### config.mk
export PLATFORM = sky130hd
export DESIGN_NAME = wgt_loader
export DESIGN_NICKNAME = d
export VERILOG_FILES = /design/src/rtl/wgt_loader_pkg.sv /design/src/rtl/wgt_row_packer.sv /design/src/rtl/wgt_loader.sv
export SDC_FILE = /design/constraint.sdc
export NUM_CORES = 1
export LEC_CHECK = 0
export BUFFER_PORTS_ARGS = -buffer_cell sky130_fd_sc_hd__buf_2
export CAP_MARGIN = 20
export CORE_AREA = 2 2 177 136
export DETAILED_ROUTE_END_ITERATION = 8
export DIE_AREA = 0 0 179 138
export GPL_TIMING_DRIVEN = 0
export PLACE_DENSITY_LB_ADDON = 0.05
export SYNTH_ARGS = -nofsm -noshare
export SYNTH_HDL_FRONTEND = slang
export SYNTH_SLANG_ARGS = --single-unit
### constraint.sdc
create_clock -name clk -period 2.5 [get_ports clk]
set_input_delay 0.625 -clock clk [delete_from_list [all_inputs] [get_ports clk]]
set_output_delay 0.625 -clock clk [all_outputs]
set_load 0.005 [all_outputs]
### src/rtl/wgt_loader_pkg.sv
// rtl/wgt_loader_pkg.sv - shared types and default sizing for the weight loader
// Loader FSM states and the packer accumulator depth for the default configuration.
package wgt_loader_pkg;

   localparam int DEF_TN         = 14;
   localparam int DEF_ADDR_WIDTH = 7;
   localparam int DEF_IN_BYTES   = 4;
   localparam int ACC_BYTES      = DEF_TN + DEF_IN_BYTES - 1;

   typedef enum logic [2:0] {
      ST_IDLE,
      ST_WAIT_BANK,
      ST_LOAD,
      ST_FLUSH,
      ST_DONE
   } state_e;

endpackage

### src/rtl/wgt_row_packer.sv
// rtl/wgt_row_packer.sv - byte accumulator that repacks stream beats into TN-byte rows
// Bytes above cnt are kept at zero so beats can be OR-ed in and partial rows come out zero padded.
module wgt_row_packer
   import wgt_loader_pkg::*;
#(
   parameter int TN       = DEF_TN,
   parameter int IN_BYTES = DEF_IN_BYTES,
   localparam int ACC     = TN + IN_BYTES - 1,
   localparam int CW      = $clog2(TN + IN_BYTES)
) (
   input  logic                  clk,
   input  logic                  rst_n,
   input  logic                  clear,
   input  logic                  append,
   input  logic                  emit,
   input  logic [IN_BYTES*8-1:0] in_data,
   output logic [CW-1:0]         cnt,
   output logic [TN*8-1:0]       row_data
);

   logic [ACC*8-1:0] acc_q, acc_d;
   logic [CW-1:0]    cnt_q, cnt_d;
   logic [ACC*8-1:0] ext;

   always_comb begin
      ext                     = '0;
      ext[IN_BYTES*8-1:0]     = in_data;
      acc_d                   = acc_q;
      cnt_d                   = cnt_q;
      if (clear) begin
         acc_d = '0;
         cnt_d = '0;
      end else if (emit) begin
         acc_d = acc_q >> (TN*8);
         cnt_d = cnt_q - CW'(TN);
      end else if (append) begin
         acc_d = acc_q | (ext << {cnt_q, 3'b000});
         cnt_d = cnt_q + CW'(IN_BYTES);
      end
   end

   always_comb begin
      row_data = '0;
      for (int i = 0; i < TN; i++) begin
         if (i < int'(cnt_q)) row_data[i*8 +: 8] = acc_q[i*8 +: 8];
      end
   end

   always_ff @(posedge clk or negedge rst_n) begin
      if (!rst_n) begin
         acc_q <= '0;
         cnt_q <= '0;
      end else begin
         acc_q <= acc_d;
         cnt_q <= cnt_d;
      end
   end

   assign cnt = cnt_q;

endmodule

### src/rtl/wgt_loader.sv
// rtl/wgt_loader.sv - ping-pong weight SRAM producer: stream repacking, bank ownership, error flags
// Optional WGT_LOADER_CKSUM_EN adds a byte checksum of the last completed tile.
module wgt_loader
   import wgt_loader_pkg::*;
#(
   parameter int TN         = DEF_TN,
   parameter int ADDR_WIDTH = DEF_ADDR_WIDTH,
   parameter int IN_BYTES   = DEF_IN_BYTES
) (
   input  logic                  clk,
   input  logic                  rst_n,
   input  logic                  start,
   input  logic [ADDR_WIDTH:0]   cfg_rows,
   input  logic                  s_valid,
   output logic                  s_ready,
   input  logic [IN_BYTES*8-1:0] s_data,
   input  logic                  s_last,
   output logic                  we,
   output logic [ADDR_WIDTH-1:0] waddr,
   output logic [TN*8-1:0]       wdata,
   output logic                  bank_sel_wr,
   output logic [1:0]            bank_valid,
   input  logic [1:0]            bank_release,
   output logic                  busy,
   output logic                  done,
   output logic                  err_short,
   output logic                  err_long
`ifdef WGT_LOADER_CKSUM_EN
   ,
   output logic [31:0]           cksum
`endif
);

   localparam int CW = $clog2(TN + IN_BYTES);
   localparam int RW = ADDR_WIDTH + 1;

   state_e                state_q, state_d;
   logic                  ptr_q, ptr_d;
   logic [RW-1:0]         rows_cfg_q, rows_cfg_d;
   logic [RW-1:0]         rows_q, rows_d;
   logic                  last_q, last_d;
   logic                  we_q, we_d;
   logic [ADDR_WIDTH-1:0] waddr_q, waddr_d;
   logic [TN*8-1:0]       wdata_q, wdata_d;
   logic [1:0]            bank_valid_q, bank_valid_d;
   logic                  busy_q, busy_d;
   logic                  done_q, done_d;
   logic                  err_short_q, err_short_d;
   logic                  err_long_q, err_long_d;

   logic                  pk_clear, pk_append, pk_emit;
   logic [CW-1:0]         pk_cnt;
   logic [TN*8-1:0]       pk_row;
   logic                  accept, rows_full, can_emit;

   wgt_row_packer #(.TN(TN), .IN_BYTES(IN_BYTES)) u_packer (
      .clk      (clk),
      .rst_n    (rst_n),
      .clear    (pk_clear),
      .append   (pk_append),
      .emit     (pk_emit),
      .in_data  (s_data),
      .cnt      (pk_cnt),
      .row_data (pk_row)
   );

   // Once s_last is taken no further beats belong to this tile.
   assign s_ready   = (state_q == ST_LOAD) && (pk_cnt < CW'(TN)) && !last_q;
   assign accept    = s_valid && s_ready;
   assign rows_full = (rows_q == rows_cfg_q);
   assign can_emit  = (pk_cnt >= CW'(TN)) && !rows_full;

   always_comb begin
      state_d      = state_q;
      ptr_d        = ptr_q;
      rows_cfg_d   = rows_cfg_q;
      rows_d       = rows_q;
      last_d       = last_q;
      we_d         = 1'b0;
      waddr_d      = waddr_q;
      wdata_d      = wdata_q;
      bank_valid_d = bank_valid_q & ~bank_release;
      done_d       = 1'b0;
      err_short_d  = err_short_q;
      err_long_d   = err_long_q;
      pk_clear     = 1'b0;
      pk_append    = 1'b0;
      pk_emit      = 1'b0;

      case (state_q)
         ST_IDLE: begin
            if (start) begin
               state_d     = ST_WAIT_BANK;
               rows_cfg_d  = (cfg_rows == '0) ? RW'(1) : cfg_rows;
               rows_d      = '0;
               last_d      = 1'b0;
               err_short_d = 1'b0;
               err_long_d  = 1'b0;
               waddr_d     = '0;
               pk_clear    = 1'b1;
            end
         end
         ST_WAIT_BANK: begin
            if (!bank_valid_q[ptr_q]) state_d = ST_LOAD;
         end
         ST_LOAD: begin
            if (can_emit) begin
               pk_emit = 1'b1;
               we_d    = 1'b1;
               waddr_d = rows_q[ADDR_WIDTH-1:0];
               wdata_d = pk_row;
               rows_d  = rows_q + RW'(1);
               if (last_q && (rows_q + RW'(1) == rows_cfg_q)) begin
                  state_d = ST_DONE;
                  if (pk_cnt != CW'(TN)) err_long_d = 1'b1;
               end
            end else if (last_q) begin
               if (rows_full) begin
                  state_d = ST_DONE;
                  if (pk_cnt != '0) err_long_d = 1'b1;
               end else begin
                  err_short_d = 1'b1;
                  state_d     = (pk_cnt != '0) ? ST_FLUSH : ST_DONE;
               end
            end else if (rows_full) begin
               // Tile already complete: drain and drop anything until s_last.
               pk_clear = 1'b1;
               if (accept || pk_cnt != '0) err_long_d = 1'b1;
               if (accept && s_last) state_d = ST_DONE;
            end else if (accept) begin
               pk_append = 1'b1;
               if (s_last) last_d = 1'b1;
            end
         end
         ST_FLUSH: begin
            we_d     = 1'b1;
            waddr_d  = rows_q[ADDR_WIDTH-1:0];
            wdata_d  = pk_row;
            rows_d   = rows_q + RW'(1);
            pk_clear = 1'b1;
            state_d  = ST_DONE;
         end
         ST_DONE: begin
            bank_valid_d[ptr_q] = 1'b1;
            done_d              = 1'b1;
            ptr_d               = ~ptr_q;
            pk_clear            = 1'b1;
            state_d             = ST_IDLE;
         end
         default: state_d = ST_IDLE;
      endcase

      busy_d = (state_d != ST_IDLE);
   end

   always_ff @(posedge clk or negedge rst_n) begin
      if (!rst_n) begin
         state_q      <= ST_IDLE;
         ptr_q        <= 1'b0;
         rows_cfg_q   <= '0;
         rows_q       <= '0;
         last_q       <= 1'b0;
         we_q         <= 1'b0;
         waddr_q      <= '0;
         wdata_q      <= '0;
         bank_valid_q <= '0;
         busy_q       <= 1'b0;
         done_q       <= 1'b0;
         err_short_q  <= 1'b0;
         err_long_q   <= 1'b0;
      end else begin
         state_q      <= state_d;
         ptr_q        <= ptr_d;
         rows_cfg_q   <= rows_cfg_d;
         rows_q       <= rows_d;
         last_q       <= last_d;
         we_q         <= we_d;
         waddr_q      <= waddr_d;
         wdata_q      <= wdata_d;
         bank_valid_q <= bank_valid_d;
         busy_q       <= busy_d;
         done_q       <= done_d;
         err_short_q  <= err_short_d;
         err_long_q   <= err_long_d;
      end
   end

   assign we          = we_q;
   assign waddr       = waddr_q;
   assign wdata       = wdata_q;
   assign bank_sel_wr = ptr_q;
   assign bank_valid  = bank_valid_q;
   assign busy        = busy_q;
   assign done        = done_q;
   assign err_short   = err_short_q;
   assign err_long    = err_long_q;

`ifdef WGT_LOADER_CKSUM_EN
   logic [31:0] sum_q, sum_d;
   logic [31:0] cksum_q, cksum_d;

   always_comb begin
      sum_d   = sum_q;
      cksum_d = cksum_q;
      if (state_q == ST_IDLE && start) sum_d = '0;
      if (we_d) begin
         for (int i = 0; i < TN; i++) sum_d = sum_d + 32'(wdata_d[i*8 +: 8]);
      end
      if (state_q == ST_DONE) cksum_d = sum_q;
   end

   always_ff @(posedge clk or negedge rst_n) begin
      if (!rst_n) begin
         sum_q   <= '0;
         cksum_q <= '0;
      end else begin
         sum_q   <= sum_d;
         cksum_q <= cksum_d;
      end
   end

   assign cksum = cksum_q;
`endif

endmodule

Word level (Yosys, flattened, before mapping). Index checks and enable logic that the tools add are counted.

Add/sub/neg operators: 3. Order comparisons: 18. Equality and inequality tests: 17. Shift operators: 1. Multiplexer cells: 78. Bitwise logic cells: 5. Reductions and logical operators: 25.

Operators with widths (count): two-way mux 136 bit (3); one-hot mux 112 bit (2 select lines) (1); two-way mux 8 bit (17); bitwise OR 136 bit (1); << shifter 32 x 8 -> 136 bit (1); two-way mux 112 bit (1); two-way mux 1 bit (32); less-than comparator 4 x 5 -> 1 bit, first input constant (6); two-way mux 3 bit (9); one-hot mux 8 bit (3 select lines) (1); one-hot mux 7 bit (3 select lines) (1); less-than comparator 3 x 5 -> 1 bit, first input constant (4); == test 8 bit (2); two-way mux 5 bit (3); two-way mux 7 bit (2); one-hot mux 3 bit (4 select lines) (1); less-than comparator 1 x 5 -> 1 bit, first input constant (2); less-than comparator 2 x 5 -> 1 bit, first input constant (2); != test 2 bit, second input constant (5); nonzero test 3 bit (3); adder 8 x 1 -> 8 bit, second input constant (1); logical NOT 8 bit (1); != test 4 x 3 -> 1 bit, second input constant (2); one-hot mux 1 bit (2 select lines) (4); other kinds (30) (42).

Flip-flop bits (word level): 288. Output and inout bits: 128. Logic and storage cells: 162.

Logic depth before layout (Yosys ltp). Gate-level depths: netlist of the first run.

Depth in word-level cells: 12. Mapped depth: 9. Gate-level depth less buffers: 8.

Modules after synthesis. A second synthesis of the first run with hierarchy kept.

Cell total of the unflattened synthesis: 1106. Area total of the unflattened synthesis: 13465.4 um2.

Modules (own cells, without submodules): wgt_row_packer (instances 1, cells an instance 640, area each 6902.9 um2, sequential area each 3503.4 um2); wgt_loader (instances 1, cells an instance 466, area each 6562.5 um2, sequential area each 3678.5 um2).

Worst setup path after synthesis of the first run. No wires, ideal clock.

Kind: register to register. Start point: register rows_cfg_q[5]. End point: register u_packer.acc_q[54]. Library setup time: 0.132 ns. Data arrival time: 1.973 ns. Required time: 2.368 ns. Slack: 0.395 ns. Cell stages (with the launch flop): 9. Buffers on the path: 2. Period minus slack after synthesis: 2.105 ns. Cells stage by stage: dfrtp_1 > xor2_1 > or4_4 > nor3_4 > a41oi_2 > buf_4 > buf_4 > a31oi_1 > nor2_1.

Cells in the longest elaborated chain, start to end: 7. Elaborated cells between the ends (all ways): 16. Those cells by class: 1 x eq/ne; 12 x mux; 3 x reduce/logical.

Ends and longest elaborated chain: start: declaration (RTL line wgt_loader.sv:39) `logic [RW-1:0] rows_cfg_q, rows_cfg_d;`; start signal: assignment (RTL line wgt_loader.sv:174) `rows_cfg_q <= rows_cfg_d;`; == test 8 bit * (RTL line wgt_loader.sv:70) `assign rows_full = (rows_q == rows_cfg_q);`; branches (longest 6 deep; another with one-hot mux 1 bit (3 select lines)); end signal: assignment (RTL line wgt_row_packer.sv:51) `acc_q <= '0;`; end signal: assignment (RTL line wgt_row_packer.sv:54) `acc_q <= acc_d;`; end: declaration (RTL line wgt_row_packer.sv:21) `logic [ACC*8-1:0] acc_q, acc_d;`.

Every way passes the cells marked *. A chain may end at the register's enable or synchronous reset.

Worst setup path after layout of the first run.
Start point: register u_packer.cnt_q[2], in the netlist u_packer.cnt[2]. End point: output s_ready.

Cells in the longest elaborated chain, start to end: 3.

Ends and longest elaborated chain: start: declaration (RTL line wgt_row_packer.sv:22) `logic [CW-1:0] cnt_q, cnt_d;`; start signal: assignment (RTL line wgt_row_packer.sv:55) `cnt_q <= cnt_d;`; less-than comparator 5 x 4 -> 1 bit (RTL line wgt_loader.sv:68) `assign s_ready = (state_q == ST_LOAD) && (pk_cnt < CW'(TN)) && !last_q;`; logical AND 1 bit (2 in a row) (RTL line wgt_loader.sv:68); end: declaration (RTL line wgt_loader.sv:15) `output logic s_ready,`.

No other way between the ends.

==> results.cfg, run 1 <==
[global_route]
grt_pass1_vias = 10300
grtUsageTotal = 0.318
grt_pass1_wl_mm = 60.1
grt_max_degree = 124
grt_overflow_total = 0
antenna_found_initial = 0

[job]
drv_cap = 0

[placement]
numPortBuffers = 174
hpwlAfterDp_mm = 27.7
finalWeightedCongestion = 0.944
post-place-cells = 1800
placed_area_um2 = 13800

[setup_path]
cp.arrival_ns = 1.84
crit_type = register to primary output
cpPeakStageDelay_ns = 0.46
worstPathRequired_ns = 1.88
r2r_start = rows_q[0]
worst_setup_path_end_kind = primary output
r2r_end = u_packer.acc_q[76]
rrSetupSlack_ns = 0.06
path_buf_inv = 2
crit_chain = ha_4 > a21o_1 > buf_8 > nor2_4 > buf_2
crit_family = flip-flops
crit_fanout = 10
r2r_cells = 6
startpoint_type = register
critPathSlowestCell = dfrtp_2

[outcome]
status = complete, no violations

[synthesis]
synth-adder-area-share = 0.00703
synth_cell_types = 61
synthSimpleGateAreaFrac = 0.208
ys_warn_count = 0
syn-mean-instance-area_um2 = 9.45
synth_xor_area_frac = 0.0112
synth-edff-count = 0
syn_area_um2 = 12500
synth_top_family_by_area = simple AND/OR/NAND/NOR gates
synth_fp_nets = 1372
synthArstFlopShare = 1.00
muxShareOfSynthArea = 0.0163
netlist_instances = 1318
seq_area_frac_synth = 0.577
synth_compound_area_frac = 0.141
synth-seq-cells = 287
synth_ff_type = dfrtp_1

[sta]
finalCritPeriodShare = 0.986
finalSetupViolCount = 0
tightest_slew_ns = 0.882
fmax_mhz = 406
fin_crit_ns = 2.46
slew_viol_final = 0
clock-skew-final_ns = 0.0212
hold_viol_final = 0
rsz0062_at_grt = yes
relSlewSlack = 0.407

[power_and_ir_drop]
pwr-share-comb = 0.343
power.switching_w = 0.00629
power_density_nw_per_um2 = 1080
p_leak_nw = 7.87
power_frac_seq = 0.380
ir_worst_vdd_mv = 0.665
intPower_w = 0.0101
power_w = 0.0163
switching_share = 0.385
clock_power_share = 0.277

[worst_hold_path]
whs_path_depth = 2
hp-class = input pin to register
hp-start = bank_release[0]
hold_end = bank_valid[0]

[drt]
drt-vias-per-instance = 5.85
routed_wl_mm = 38.8
via_count = 10900
drtIter0Drc = 1173
wl_per_cell_um = 20.9
drtPass1Iterations = 6
drc_errors = 0
ant_nets = 0

[finish]
fin_cells = 1860
area_growth_pct = 21.2
final_area_um2 = 15100
nets = 1586
drive_above_1_share = 0.228
antenna_cells = 0

[floorplanning]
io_pins = 175
die_y_um = 138
dieArea_um2 = 24700
coreArea_um2 = 23200
initial_utilization = 0.536
num_rows = 49
fp.dieW_um = 179

[cts]
cts_root_buf = clkbuf_16
cts_tree = built
clock_path_buffers = 3
clk_latency_ns = 0.56
cts_inserted_buffers = 29
h-tree-depth = 1
clock_sinks = 287
clk_pin_slew_worst_paths_ns = 0.07
## state kept, by name (all words and copies together) (netlist names), 2 cells and up
name            count
wdata             112
rows_q              8
waddr               7
rows_cfg_q          8
state_q             3
u_packer.acc_q    136
bank_valid          2
u_packer.cnt        4
## cells by family (layout without fill, tap and decap cells)
| family | Yosys count | after routing |
|---|---|---|
| multiplexers | 18 | 18 |
| buffers and inverters | 116 | 352 |
| adder cells (fa/ha/maj) | 7 | 7 |
| flip-flops | 287 | 287 |
| XOR/XNOR | 16 | 16 |
| AND/OR/NAND/NOR | 612 | 612 |
| AO/OA/AOI/OAI | 262 | 262 |
## worst max path at each step
stage / startpoint / end / slack, ns / cells past startpoint
after floorplan: rows_cfg_q[5] / u_packer.acc_q[54] / 0.40 / 8
after global placement: rst_n / wdata[59] / -4.54 / 1
after detailed placement: rows_q[6] / wdata[31] / -0.50 / 8
after CTS: state_q[0] / wdata[87] / 0.006 / 9
after global routing: u_packer.cnt[4] / u_packer.acc_q[13] / -0.05 / 6
final: u_packer.cnt[2] / s_ready / 0.04 / 5
## cell usage after synthesis (3+ instances only)
master	count	area share
buf_4	6	0.0036
a41oi_1	3	0.0021
o22ai_1	4	0.0020
xnor2_1	12	0.0084
clkbuf_1	45	0.014
and3_1	4	0.0020
inv_1	22	0.0066
o31ai_1	12	0.0072
a211oi_1	12	0.0072
a311o_1	3	0.0024
buf_1	3	0.00090
a22o_1	30	0.021
nand2_1	306	0.092
a21oi_1	36	0.014
o21ai_0	49	0.020
nor3_1	28	0.011
and4_1	3	0.0021
ha_1	7	0.0070
buf_2	36	0.014
and2_1	3	0.0015
dfrtp_1	287	0.58
mux2_2	18	0.016
a31oi_1	70	0.035
clkinv_1	3	0.00090
a311oi_1	15	0.011
nor2_1	140	0.042
nand3_1	106	0.043
o21ai_1	3	0.0012
xor2_1	4	0.0028
nand4_1	4	0.0020
a22oi_1	7	0.0042
## per-layer routing
metal | up-vias | track usage | wire, µm
met5 | - | 0 | 0
met1 | 5280 | 0.518 | 18200
met3 | 69 | 0.0652 | 3850
li1 | 5018 | - | -
met4 | 0 | 0.0732 | 883
met2 | 510 | 0.434 | 16000
## metrics by stage
stage	util	setup WS (ns)	setup TNS (ns)	hold WS [ns]
floorplan	-	0.395	0	0.329
global placement	0.590	-4.54	-1348.05	0.444
detailed placement	0.593	-0.499	-54.79	0.450
finish	0.650	0.0360	0	0.262
CTS	0.642	0.00598	0	0.255
global route	0.650	-0.0501	-0.180	0.278
## placed cells by master, fill, tap and decap left out, drive strengths merged, types with 37 or more instances in the layout
master  count
dfrtp     287
a21oi      37
clkbuf     91
buf       226
o21ai      53
nand2     306
nand3     106
nor2      141
a31oi      71
## cell type report
| class | count | area (µm²) |
|---|---|---|
| tap | 306 | 383 |
| timing repair buffer | 185 | 1010 |
| sequential | 287 | 7190 |
| fill | 2008 | 8140 |
| buffer | 88 | 458 |
| clock buffer | 45 | 876 |
| inverter | 26 | 104 |
| clock inverter | 8 | 121 |
| multi-input combinational | 915 | 4960 |
## power groups by stage
stage	combinational, W	sequential, W	clock (W)
after floorplan	0.00336	0.00606	0
after global placement	0.00506	0.00621	0
after detailed placement	0.00512	0.00623	0
after CTS	0.00529	0.00617	0.00457
after global routing	0.00612	0.00631	0.00474
final	0.00561	0.00621	0.00453
## timing repair
action | CTS | global route
buffers inserted | 1 | 7
hold buffers | 1 | 0
setup endpoints to repair | 224 | 252
hold endpoints to repair | 46 | 0
gates resized for setup | 38 | 49
pin swaps | 1 | 11
gates cloned | 0 | 0
Power figures use the tool's default switching activity.
==> inputs of run 2 (changes only) <==
--- a/config.mk
+++ b/config.mk
@@ -11,7 +11,7 @@
 export DETAILED_ROUTE_END_ITERATION = 8
 export DIE_AREA = 0 0 179 138
 export GPL_TIMING_DRIVEN = 0
-export PLACE_DENSITY_LB_ADDON = 0.05
+export PLACE_DENSITY = 0.79
 export SYNTH_ARGS = -nofsm -noshare
 export SYNTH_HDL_FRONTEND = slang
 export SYNTH_SLANG_ARGS = --single-unit
==> results.cfg, run 2 (synthesis gave the netlist of run 1 again) <==
[setup_path]
startpoint_type = register
worstPathRequired_ns = 1.88
worst_setup_path_end_kind = primary output
crit_chain = or4b_4 > nor2_4 > buf_2
cpPeakStageDelay_ns = 0.60
critPathSlowestCell = or4b_4
cp.arrival_ns = 1.85
crit_family = simple AND/OR/NAND/NOR gates
crit_fanout = 9
path_buf_inv = 1
crit_type = register to primary output

[finish]
largest_register_ffs = 136
most-common-layout-cells = 302 x nand2_1, 278 x dfrtp_1, 203 x buf_2, 135 x nor2_1, 105 x nand3_1
final_area_um2 = 15100
nets = 1591
final_util = 0.651
fin_cells = 1865
drive_above_1_share = 0.236
final_common_cell = nand2_1
area_growth_pct = 21.5
top_register = u_packer.acc_q

[global_route]
grt_pass1_vias = 10600
antenna_found_initial = 0
grt_overflow_total = 0
grt_max_degree = 114
grtUsageTotal = 0.318
grt_pass1_wl_mm = 60.6

[sta]
finalWorstSetupSlack_ns = 0.0293
finalSetupViolCount = 0
hold_viol_final = 0
tightest_slew_ns = 0.797
rsz0062_at_grt = yes
finalCritPeriodShare = 0.988
clock-skew-final_ns = 0.0187
fmax_mhz = 405
fin_crit_ns = 2.47
relSlewSlack = 0.465
slew_viol_final = 0

[drt]
routed_wl_mm = 39.2
drtPass1Iterations = 6
drt-vias-per-instance = 6.03
drtIter0Drc = 1391
ant_nets = 0
drc_errors = 0
via_count = 11200
wl_per_cell_um = 21.0

[outcome]
status = complete, no violations

[placement]
hpwlAfterDp_mm = 28.2
dpl_worst_slack_ns = -0.484
numPortBuffers = 174
post-place-cells = 1800
placed_area_um2 = 13800
finalWeightedCongestion = 1.00

[power_and_ir_drop]
power_density_nw_per_um2 = 1080
pwr-share-comb = 0.356
ir_worst_vdd_mv = 0.813
clock_power_share = 0.262
power.switching_w = 0.00642
power_frac_seq = 0.381
p_leak_nw = 7.87
switching_share = 0.391
intPower_w = 0.00999

[cts]
clock_sinks = 287
clk_pin_slew_worst_paths_ns = 0.06
clk_latency_ns = 0.55
h-tree-depth = 1
clock_path_buffers = 3
cts_hold_buf = 0
cts_inserted_buffers = 28
cts_tree = built
cts_root_buf = clkbuf_16

[floorplanning]
io_pins = 175
num_rows = 49
initial_utilization = 0.536
die_y_um = 138
coreArea_um2 = 23200
dieArea_um2 = 24700
fp.dieW_um = 179

[job]
drv_cap = 0

[worst_hold_path]
hp-class = input pin to asynchronous set/reset pin
run 2: what timing repair did:
item	CTS	global route
pin swaps	2	7
gates cloned	0	1
setup endpoints to repair	210	244
gates resized for setup	34	57
buffers inserted	0	13
run 2: final timing paths:
kind / startpoint / to / slack (ns) / depth (start not counted)
worst max-delay path: state_q[2] / s_ready / 0.03 / 3
worst min-delay path: rst_n / wdata[108] / 0.07 / 1
worst max register to register: rows_q[0] / u_packer.acc_q[5] / 0.04 / 7
worst min register to register: wdata[31] / wdata[31] / 0.46 / 2
max in group asynchronous: rst_n / wdata[22] / 1.45 / 2
min in group clk: bank_release[0] / bank_valid[0] / 0.28 / 2
run 2: power by group through the flow:
stage | combinational (W) | sequential (W) | clock (W)
2_1_floorplan | 0.00336 | 0.00606 | 0
3_3_place_gp | 0.00501 | 0.00622 | 0
3_5_place_dp | 0.00514 | 0.00625 | 0
4_1_cts | 0.00530 | 0.00619 | 0.00433
5_1_grt | 0.00630 | 0.00635 | 0.00453
6_report | 0.00584 | 0.00626 | 0.00430
run 2: cell type report:
class | count | area [µm²]
antenna | 1 | 2.50
buffer | 88 | 454
clock buffer | 38 | 820
clock inverter | 13 | 123
fill | 1860 | 8100
inverter | 26 | 100
multi-input combinational | 915 | 5000
sequential | 287 | 7190
tap | 306 | 383
timing repair buffer | 191 | 1060
run 2: through the flow:
stage	setup TNS, ns	power, W	hold slack (ns)
after floorplan	0	0.00943	0.329
after global routing	-0.0783	0.0172	0.125
after CTS	-0.0247	0.0158	0.0899
after detailed placement	-51.18	0.0114	0.452
final	0	0.0164	0.0668
after global placement	-1304.72	0.0112	0.445
run 2: per-layer routing:
layer / GRT usage / share of wire / vias up
met2: 0.447 / 0.42 / 678
met1: 0.487 / 0.43 / 5449
met4: 0.0984 / 0.036 / 0
li1: - / - / 5005
met3: 0.0784 / 0.11 / 106
met5: 0 / 0 / -
==> inputs of run 3 (changes only) <==
==> constraint.sdc (replaced) <==
create_clock -name clk -period 2.5 [get_ports clk]
set_input_delay 0.5 -clock clk [delete_from_list [all_inputs] [get_ports clk]]
set_output_delay 0.5 -clock clk [all_outputs]
set_load 0.005 [all_outputs]
==> results.cfg, run 3 (synthesis gave the netlist of run 1 again) <==
[finish]
largest_register_ffs = 136
top_register = u_packer.acc_q
nets = 1590
area_growth_pct = 21.4
drive_above_1_share = 0.233
n_fill_cell = 1860
final_common_cell = nand2_1
most-common-layout-cells = 302 x nand2_1, 281 x dfrtp_1, 206 x buf_2, 135 x nor2_1, 105 x nand3_1
antenna_cells = 0

[cts]
cts_tree = built
clock_path_buffers = 3
clk_latency_ns = 0.55
cts_inserted_buffers = 28
clock_sinks = 287
clk_pin_slew_worst_paths_ns = 0.06
h-tree-depth = 1
cts_root_buf = clkbuf_16

[sta]
relSlewSlack = 0.458
finalSetupViolCount = 0
finalCritPeriodShare = 0.976
hold_viol_final = 0
rsz0062_at_grt = yes
tightest_slew_ns = 0.807
clock-skew-final_ns = 0.0153
fin_crit_ns = 2.44
fmax_mhz = 410
slew_viol_final = 0
finalWorstSetupSlack_ns = 0.0612

[setup_path]
r2r_start = rows_q[1]
rrSetupSlack_ns = 0.07
r2r_end = u_packer.acc_q[49]
cp.arrival_ns = 1.94
worstPathRequired_ns = 2.00
worst_setup_path_end_kind = primary output
crit_type = register to primary output
startpoint_type = register
r2r_cells = 8
crit_fanout = 10

[power_and_ir_drop]
power.switching_w = 0.00641
clock_power_share = 0.263
power_frac_seq = 0.381
intPower_w = 0.00997
switching_share = 0.391
power_density_nw_per_um2 = 1080
ir_worst_vdd_mv = 0.806
power_w = 0.0164
pwr-share-comb = 0.356
p_leak_nw = 7.88

[placement]
numPortBuffers = 174
hpwlAfterDp_mm = 28.2
dpl_worst_slack_ns = -0.484
finalWeightedCongestion = 1.00

[drt]
wl_per_cell_um = 21.0
routed_wl_mm = 39.2
drtPass1Iterations = 6
drc_errors = 0
drtIter0Drc = 1385
drt-vias-per-instance = 6.04
via_count = 11300
ant_nets = 0

[global_route]
grt_pass1_vias = 10500
grt_overflow_total = 0
antenna_found_initial = 0
grt_pass1_wl_mm = 60.5
grt_max_degree = 114
grtUsageTotal = 0.318

[job]
drv_cap = 0

[floorplanning]
io_pins = 175
dieArea_um2 = 24700
initial_utilization = 0.536
die_y_um = 138
num_rows = 49
coreArea_um2 = 23200
fp.dieW_um = 179

[worst_hold_path]
hp-class = input pin to register
hold_end = bank_valid[0]
hp-start = bank_release[0]
whs_path_depth = 2

[outcome]
status = complete, no violations
[run 3: cell count changes in the layout (fill, tap and decap cells not counted), moves of 2 or more]
cell,previous run,this run
buf_6,3,5
buf_4,22,14
buf_2,203,206
dfrtp_2,9,6
dfrtp_1,278,281
[run 3: layout make-up]
class	count	area (µm²)	share of cell area
plain buffers	89	463	0.0306
clock buffers	38	820	0.0542
clock inverters	13	123	0.00811
inverters	26	104	0.00687
multi-input cells	915	5000	0.331
flip-flops and latches	287	7190	0.475
well taps	306	383	0.0253
repair buffers	189	1040	0.0690
[run 3: how the worst max path moves through the flow]
stage                        startpoint            endpoint  slack (ns)  cells past startpoint
after CTS                    state_q[0]           wdata[80]       -0.04                      9
after global routing          rows_q[4]           rows_q[4]       -0.04                      8
after floorplan           rows_cfg_q[5]  u_packer.acc_q[54]        0.40                      8
after detailed placement      rows_q[6]           wdata[21]       -0.48                      8
after global placement            rst_n           wdata[55]       -4.25                      1
final                        state_q[2]             s_ready        0.06                      4
[run 3: critical path, cell delays in order, from the launching register on]
cell     delay, ns
dfrtp_1       0.35
buf_2         0.17
or4b_4        0.59
nor2_2        0.15
buf_2         0.13
[run 3: per-stage QoR]
stage	hold slack [ns]	cells	area, µm²	util	setup TNS (ns)
final	0.156	1863	15100	0.651	0
after global routing	0.165	1863	15100	0.651	-0.0747
after CTS	0.147	1852	14800	0.637	-0.279
after detailed placement	0.452	1800	13800	0.593	-51.18
after global placement	0.445	1798	13700	0.590	-1268.85
after floorplan	0.204	1318	12500	-	0
[run 3: power groups by stage]
stage	Sequential (W)	Clock, W	Combinational, W
floorplan	0.00606	0	0.00336
global placement	0.00622	0	0.00501
detailed placement	0.00625	0	0.00514
CTS	0.00618	0.00433	0.00524
global route	0.00634	0.00453	0.00629
finish	0.00625	0.00431	0.00583
[run 3: routing by layer]
| metal | wire (µm) | vias up | global-route usage |
|---|---|---|---|
| li1 | - | 5001 | - |
| met1 | 17100 | 5493 | 0.486 |
| met2 | 16400 | 658 | 0.448 |
| met3 | 4330 | 106 | 0.0798 |
| met4 | 1440 | 0 | 0.0954 |
| met5 | 0 | - | 0 |
[run 3: what timing repair did]
item,4_1_cts,5_1_grt
endpoints found under the setup margin,210,246
hold buffers,1,0
buffers inserted,0,10
hold endpoints to repair,75,0
gates cloned,0,1
pin swaps,1,7
gates resized for setup,26,63
